--- config.mk ---
export PLATFORM = sky130hd
export DESIGN_NAME = imem_loader
export DESIGN_NICKNAME = d
export VERILOG_FILES = /design/src/rtl/imem_loader.sv
export SDC_FILE = /design/constraint.sdc
export NUM_CORES = 1
export LEC_CHECK = 0
export ABC_CLOCK_PERIOD_IN_PS = 4330
export CORE_MARGIN = 2
export CORE_UTILIZATION = 42
export CTS_CLUSTER_DIAMETER = 40
export DETAILED_ROUTE_END_ITERATION = 10
export GPL_ROUTABILITY_DRIVEN = 0
export HOLD_SLACK_MARGIN = 0.03
export PLACE_DENSITY = 0.61
export SYNTH_ARGS = -nofsm -noshare
export SYNTH_HDL_FRONTEND = slang
export SYNTH_SLANG_ARGS = --single-unit
--- constraint.sdc ---
create_clock -name clock -period 4.33 [get_ports clock]
set_input_delay 1.0825 -clock clock [delete_from_list [all_inputs] [get_ports clock]]
set_output_delay 1.0825 -clock clock [all_outputs]
set_load 0.01 [all_outputs]
--- src/rtl/imem_loader.sv ---
`default_nettype none
// ============================================================================
// Module      : imem_loader
// Description : Boot-time instruction-memory loader. Parses a byte stream
//               (16-bit word count, then big-endian 32-bit words), writes
//               each word to consecutive word addresses from 0, and holds the
//               core in reset until the image is fully written.
//               Optional trailing XOR checksum byte when the macro
//               IMEM_LOADER_CHECKSUM_EN is defined.
// Revision    : 1.0  initial release
// ============================================================================
module imem_loader #(
    parameter int ADDR_W = 8
) (
    input  logic              clock,
    input  logic              reset_global,
    input  logic              byte_valid,
    input  logic [7:0]        byte_data,
    output logic              byte_ready,
    output logic              imem_we,
    output logic [ADDR_W-1:0] imem_addr,
    output logic [31:0]       imem_wdata,
    output logic              cpu_reset,
    output logic              load_done,
    output logic              load_err
);

    typedef enum logic [2:0] {
        ST_LEN_HI = 3'd0,
        ST_LEN_LO = 3'd1,
        ST_DATA   = 3'd2,
        ST_WRITE  = 3'd3,
`ifdef IMEM_LOADER_CHECKSUM_EN
        ST_CSUM   = 3'd4,
`endif
        ST_DONE   = 3'd5,
        ST_ERR    = 3'd6
    } state_t;

    // Largest legal word count: the full memory, 2^ADDR_W words.
    localparam logic [16:0] c_CAPACITY = 17'd1 << ADDR_W;

    state_t              r_state_q,     w_state_d;
    logic [15:0]         r_len_q,       w_len_d;
    logic [1:0]          r_byte_idx_q,  w_byte_idx_d;
    logic [15:0]         r_word_cnt_q,  w_word_cnt_d;
    logic [23:0]         r_asm_q,       w_asm_d;
    logic [ADDR_W-1:0]   r_addr_q,      w_addr_d;
    logic [31:0]         r_wdata_q,     w_wdata_d;
    logic                r_we_q,        w_we_d;
    logic                r_cpu_reset_q, w_cpu_reset_d;
    logic                r_done_q,      w_done_d;
    logic                r_err_q,       w_err_d;
`ifdef IMEM_LOADER_CHECKSUM_EN
    logic [7:0]          r_csum_q,      w_csum_d;
`endif
    logic                w_xfer;
    logic [15:0]         w_len_rx;

    // Ready is decoded from state and gated by the reset input so no byte is
    // consumed while the block is being held in reset.
    always_comb begin
        byte_ready = 1'b0;
        if (reset_global) begin
            case (r_state_q)
                ST_LEN_HI, ST_LEN_LO, ST_DATA: byte_ready = 1'b1;
`ifdef IMEM_LOADER_CHECKSUM_EN
                ST_CSUM:                       byte_ready = 1'b1;
`endif
                default:                       byte_ready = 1'b0;
            endcase
        end
    end

    assign w_xfer   = byte_valid && byte_ready;
    assign w_len_rx = {r_len_q[15:8], byte_data};

    // Next-state and next-output logic; outputs are registered from the
    // upcoming state so they line up with the state they describe.
    always_comb begin
        w_state_d    = r_state_q;
        w_len_d      = r_len_q;
        w_byte_idx_d = r_byte_idx_q;
        w_word_cnt_d = r_word_cnt_q;
        w_asm_d      = r_asm_q;
        w_addr_d     = r_addr_q;
        w_wdata_d    = r_wdata_q;
        w_we_d       = 1'b0;
`ifdef IMEM_LOADER_CHECKSUM_EN
        w_csum_d     = r_csum_q;
`endif
        case (r_state_q)
            ST_LEN_HI: begin
                if (w_xfer) begin
                    w_len_d[15:8] = byte_data;
                    w_state_d     = ST_LEN_LO;
                end
            end
            ST_LEN_LO: begin
                if (w_xfer) begin
                    w_len_d[7:0] = byte_data;
                    if (w_len_rx == 16'd0 || {1'b0, w_len_rx} > c_CAPACITY) begin
                        w_state_d = ST_ERR;
                    end else begin
                        w_state_d    = ST_DATA;
                        w_byte_idx_d = 2'd0;
                        w_word_cnt_d = 16'd0;
                    end
                end
            end
            ST_DATA: begin
                if (w_xfer) begin
                    w_asm_d = {r_asm_q[15:0], byte_data};
`ifdef IMEM_LOADER_CHECKSUM_EN
                    w_csum_d = r_csum_q ^ byte_data;
`endif
                    if (r_byte_idx_q == 2'd3) begin
                        // Last byte completes the word; present it during WRITE.
                        w_byte_idx_d = 2'd0;
                        w_state_d    = ST_WRITE;
                        w_we_d       = 1'b1;
                        w_wdata_d    = {r_asm_q, byte_data};
                    end else begin
                        w_byte_idx_d = r_byte_idx_q + 2'd1;
                    end
                end
            end
            ST_WRITE: begin
                // Address advances only after the write, so a full-memory
                // image wraps to 0 without ever writing there twice.
                w_addr_d     = r_addr_q + ADDR_W'(1);
                w_word_cnt_d = r_word_cnt_q + 16'd1;
                if (w_word_cnt_d == r_len_q) begin
`ifdef IMEM_LOADER_CHECKSUM_EN
                    w_state_d = ST_CSUM;
`else
                    w_state_d = ST_DONE;
`endif
                end else begin
                    w_state_d = ST_DATA;
                end
            end
`ifdef IMEM_LOADER_CHECKSUM_EN
            ST_CSUM: begin
                if (w_xfer) begin
                    w_state_d = (byte_data == r_csum_q) ? ST_DONE : ST_ERR;
                end
            end
`endif
            ST_DONE, ST_ERR: begin
                w_state_d = r_state_q;
            end
            default: begin
                w_state_d = ST_ERR;
            end
        endcase

        w_cpu_reset_d = (w_state_d != ST_DONE);
        w_done_d      = (w_state_d == ST_DONE);
        w_err_d       = (w_state_d == ST_ERR);
    end

    // State and datapath registers with synchronous active-low reset.
    always_ff @(posedge clock) begin
        if (!reset_global) begin
            r_state_q     <= ST_LEN_HI;
            r_len_q       <= 16'd0;
            r_byte_idx_q  <= 2'd0;
            r_word_cnt_q  <= 16'd0;
            r_asm_q       <= 24'd0;
            r_addr_q      <= '0;
            r_wdata_q     <= 32'd0;
            r_we_q        <= 1'b0;
            r_cpu_reset_q <= 1'b1;
            r_done_q      <= 1'b0;
            r_err_q       <= 1'b0;
`ifdef IMEM_LOADER_CHECKSUM_EN
            r_csum_q      <= 8'd0;
`endif
        end else begin
            r_state_q     <= w_state_d;
            r_len_q       <= w_len_d;
            r_byte_idx_q  <= w_byte_idx_d;
            r_word_cnt_q  <= w_word_cnt_d;
            r_asm_q       <= w_asm_d;
            r_addr_q      <= w_addr_d;
            r_wdata_q     <= w_wdata_d;
            r_we_q        <= w_we_d;
            r_cpu_reset_q <= w_cpu_reset_d;
            r_done_q      <= w_done_d;
            r_err_q       <= w_err_d;
`ifdef IMEM_LOADER_CHECKSUM_EN
            r_csum_q      <= w_csum_d;
`endif
        end
    end

    assign imem_we    = r_we_q;
    assign imem_addr  = r_addr_q;
    assign imem_wdata = r_wdata_q;
    assign cpu_reset  = r_cpu_reset_q;
    assign load_done  = r_done_q;
    assign load_err   = r_err_q;

endmodule
`default_nettype wire

After elaboration in Yosys (flattened, before gate mapping)
Index checks and enable logic that the tools add are counted.
{"block": "classes", "add_sub_neg": 3, "n_lt_le_gt_ge": 1, "n_eq_ne": 13, "mux": 18, "n_reduce_logical": 15}
{"operator": "two-way mux 16 bit", "n": 2}
{"operator": "case mux 16 bit (2 select lines)", "n": 1}
{"operator": "two-way mux 3 bit", "n": 6}
{"operator": "adder 16 x 1 -> 16 bit, second input constant", "n": 1}
{"operator": "== test 16 bit", "n": 1}
{"operator": "> comparator 16 x 9 -> 1 bit, second input constant", "n": 1}
{"operator": "logical NOT 16 bit", "n": 1}
{"operator": "case mux 3 bit (5 select lines)", "n": 1}
{"operator": "== test 3 bit, second input constant", "n": 4}
{"operator": "AND reduction 3 bit", "n": 3}
{"operator": "adder 8 x 1 -> 8 bit, second input constant", "n": 1}
{"operator": "two-way mux 2 bit", "n": 4}
{"operator": "== test 3 x 2 -> 1 bit, second input constant", "n": 2}
{"operator": "inequality test 2 bit, second input constant", "n": 3}
{"operator": "AND reduction 2 bit", "n": 3}
{"operator": "case mux 2 bit (2 select lines)", "n": 1}
{"operator": "AND reduction 4 bit", "n": 1}
{"operator": "nonzero test 2 bit", "n": 2}
{"operator": "== test 3 x 1 -> 1 bit, second input constant", "n": 1}
{"operator": "logical NOT 3 bit", "n": 1}
{"operator": "two-way mux 1 bit", "n": 3}
{"operator": "inequality test 3 bit, second input constant", "n": 1}
{"operator": "OR reduction 3 bit", "n": 1}
{"operator": "adder 2 x 1 -> 2 bit, second input constant", "n": 1}
{"operator": "4 further kinds", "n": 4}
{"block": "totals", "reg_bits": 105, "inputBits": 11, "output_inout_bits": 45}

Logic depth before layout (Yosys ltp)
{"block": "logic_depth", "word_depth": 8, "depth_mapped": 7, "ltp_nobuf": 7}

Worst setup path after synthesis
Ideal clock, no wire load.
{"block": "synth_timing", "kind": "input -> output", "from": "in reset_global", "to": "out byte_ready", "t_arrival_ns": 1.670, "required_time_ns": 3.248, "path_slack_ns": 1.578, "stages": 3, "n_path_buf": 1, "cell_sequence": "inv_1 -> clkbuf_1 -> a211oi_1"}
{"block": "synth_via", "elab_chain_cells": 1}
{"item": "from (decl)", "line_no": "16", "rtl": "input logic reset_global,"}
{"item": "two-way mux 1 bit", "line_no": "64", "rtl": "if (reset_global) begin"}
{"item": "to (decl)", "line_no": "19", "rtl": "output logic byte_ready,"}
No other way between the ends.

Final worst setup path
Ends and elaborated chain as after synthesis.

==> summary.txt <==
=================================================================================
Number of non-filler instances in the completed layout                        735
Placed wire-length estimate                                               7420 µm
Horizontal die dimension                                                   109 µm
Switching power as a share of total power                                   24.1%
Cell with the largest stage delay on the worst path                  clkdlybuf4s50_1
Number of vias after detailed routing                                        3863
Cell Int Power                                                            1.35 mW
Worst Setup Path Type                                                      in2out
Global-route wire length before repair                                   18000 µm
#FFs+latches synth                                                            105
Total count of hold-check failures in the final report                          0
Switch Pwr                                                               0.430 mW
Antenna Nets Post-Route                                                         0
Library cell used as clock root buffer                                   clkbuf_8
Proportion of synthesized chip area in sequential cells                     45.5%
Worst slew pin tran                                                       1000 ps
Most common cell after layout, fill and taps aside                        nand2_1
Total Neg Setup Slack                                                        0 ps
Synthesized area divided by synthesized cell count                       8.34 µm²
Net count, final                                                              604
Setup repair after global routing missed its margin                         false
Area growth syn-to-layout                                                   17.9%
Max_slew headroom                                                           33.1%
Skew-Pair Late Insertion Delay                                             380 ps
Residual DRC                                                                    0
FF/Latch Area                                                            2100 µm²
Via count of the first global-routing pass                                   3670
PortBufs                                                                       55
Floorplan die area                                                      11900 µm²
Deepest clock path buffer count                                                 2
Worst-case register-to-register setup slack                               1780 ps
Post-synthesis cell type count                                                 56
R2R depth                                                                       6
Hold Buf Count CTS                                                              0
H-tree levels                                                                   3
Number of cells after detailed placement                                      719
Worst hold stages                                                               2
Total standard cell area after synthesis                                 4620 µm²
Clock slew seen by the registers of the worst setup and hold paths         100 ps
Starting Density                                                            42.8%
Number of synthesized flops with an enable pin                                  0
Fmax                                                                      290 MHz
Leading cell types in the layout, fill and taps excluded             nand2_1, dfxtp_1, a21oi_1
Clk pwr share                                                               38.5%
Path type of the worst min-delay path                                     reg2reg
Layout cell share with drive strength beyond 1                              7.73%
Vert. Die Dim                                                              109 µm
Terminating pin of the worst hold path                               imem_wdata[28]$_SDFFE_PN0P_
Syn Inst Count                                                                554
Result of the run                                                    finished, final reports clean
GRT Resource Usage Total                                                    19.3%
Pre-Repair DR Iteration Count                                                   4
Fin crit period                                                           3450 ps
Maximum Capacitance Violations                                                  0
Most used cell, CP                                                   clkdlybuf4s50_1
Site Rows                                                                      38
Largest clock skew in the final design                                    12.7 ps
Number of warning messages in the yosys log                                     0
Cell Chain, Critical Path                                            clkdlybuf4s50_1, inv_2, a211oi_1, clkdlybuf4s50_1
Buffer count from post-CTS setup fixing                                         0
Total of fill cells in the finished design                                   1014
Critical Path Source Type                                               input pin
Number of setup violations in the final report                                  0
Number of top-level pins                                                       56
Total core area                                                         10800 µm²
Total congestion overflow                                                       0
Category of the worst setup path capture point                         output pin
# resized after CTS                                                             0
Final WL                                                                 11100 µm
Initial antenna violation count                                                 0
Startpoint of the worst-slack reg-to-reg timing path                 r_state_q[1]$_SDFF_PN0_
Worst min-delay path startpoint                                      r_asm_q[20]$_SDFFE_PN0P_
Total CTS buffers                                                               9
Maximum vdd ir drop                                                      0.176 mV
Clk sinks                                                                     105
Final period utilization                                                    79.7%
Required time of the worst setup path                                     3250 ps
Vias per Instance                                                            5.26
Share of power burned in combinational logic                                 5.9%
Max-slew violation total from the final report                                  0
Reported leakage power                                                    1.88 nW
Average wire per cell in the routed design                                15.0 µm
Area of the multi-input gates                                            2330 µm²
Data arrival time of the worst path                                       2370 ps
Pin count of the biggest net entering global routing                           93
Biggest cell delay along the critical path                                 570 ps
Antenna fix cells                                                               0
Flop pwr share                                                              55.5%
End of the worst register-to-register path                           cpu_reset$_SDFF_PN1_
Power per standard cell area                                           327 nW/µm²
Maximum fanout count along the critical path                                    2
Fraction of registers with async set or reset after synthesis                  0%
Ys flop type                                                              dfxtp_1
CTS tree                                                                     done
Post-synthesis net count                                                      568
Drt first-iter violations                                                     234
=================================================================================
critical path, delay by kind of cell:
kind,cells,cell delay (ps)
AO/OA/AOI/OAI,1,170
buffers and inverters,3,1110
final cells by class:
class | instances | area share (%)
Multi-Input combinational cell | 407 | 42.7
Sequential cell | 105 | 38.6
Timing Repair Buffer | 61 | 10.9
Tap cell | 140 | 3.22
Clock buffer | 10 | 2.34
Clock inverter | 6 | 1.77
Inverter | 6 | 0.414
stage by stage:
step / power (mW) / cell area (µm²) / hold WS [ps] / setup WS, ps / utilization (%)
final: 1.78 / 5450 / 458 / 881 / 50.5
after global placement: 1.12 / 5220 / 443 / 894 / 48.4
after CTS: 1.80 / 5450 / 462 / 877 / 50.5
after global routing: 1.85 / 5450 / 477 / 802 / 50.5
after detailed placement: 1.12 / 5220 / 446 / 883 / 48.4
after floorplan: 1.08 / 4620 / 432 / 1580 / -
registers in the layout, summed over array words and instances, names as in the netlist:
name / count
imem_we: 1
r_byte_idx_q: 2
r_word_cnt_q: 16
imem_addr: 8
load_done: 1
r_len_q: 16
r_state_q: 3
load_err: 1
r_asm_q: 24
cpu_reset: 1
imem_wdata: 32
how the worst max path moves through the flow:
stage	startpoint	endpoint	slack [ps]	cells after the start
2_1_floorplan	reset_global	byte_ready	1580	3
4_1_cts	reset_global	byte_ready	880	4
5_1_grt	reset_global	byte_ready	800	4
6_report	reset_global	byte_ready	880	4
3_3_place_gp	byte_data[3]	r_word_cnt_q[6]$_SDFFE_PN0P_	890	7
3_5_place_dp	reset_global	byte_ready	880	4
cells in the mapped netlist (all sizes together), types with 5 or more instances:
library cell | instances | area share (%)
nand2 | 130 | 11
dfxtp | 105 | 45
a21oi | 68 | 7.4
nor2 | 44 | 3.6
clkbuf | 25 | 2.0
mux2i | 20 | 4.3
o21ai | 15 | 1.6
xnor2 | 14 | 2.7
xor2 | 13 | 2.5
buf | 11 | 1.6
nor3 | 10 | 1.3
a31oi | 9 | 1.2
nand3 | 9 | 1.2
a211oi | 8 | 1.7
nand4 | 8 | 1.2
nand2b | 7 | 0.95
inv | 6 | 0.49
o21a | 6 | 1.1
and3 | 5 | 0.79
nor4 | 5 | 1.1
routing by layer:
layer	vias to the layer above	track usage, %	part of all wire (%)
met4	0	5.59	1.0
met5	-	0	0
li1	1959	-	-
met3	10	4.90	4.8
met1	1816	25.9	47
met2	78	30.8	47
power by group through the flow:
stage | registers (mW) | clock network, mW | logic [mW]
after floorplan | 1.00 | 0 | 0.0779
final | 0.990 | 0.687 | 0.106
after detailed placement | 1.01 | 0 | 0.106
after global routing | 0.993 | 0.740 | 0.118
after CTS | 0.990 | 0.704 | 0.106
after global placement | 1.01 | 0 | 0.104
cell families after synthesis:
logic type / after synthesis / share of synthesized area, %
buffers and inverters: 42 / 4.14
and+or+nand+nor: 237 / 24.0
AOI/OAI and AO/OA: 119 / 15.6
DFF: 105 / 45.5
xor gates and xnor gates: 28 / 5.61
muxes: 20 / 4.33
adders and majority gates: 3 / 0.812
No activity file was read; power rests on OpenSTA's default activity.
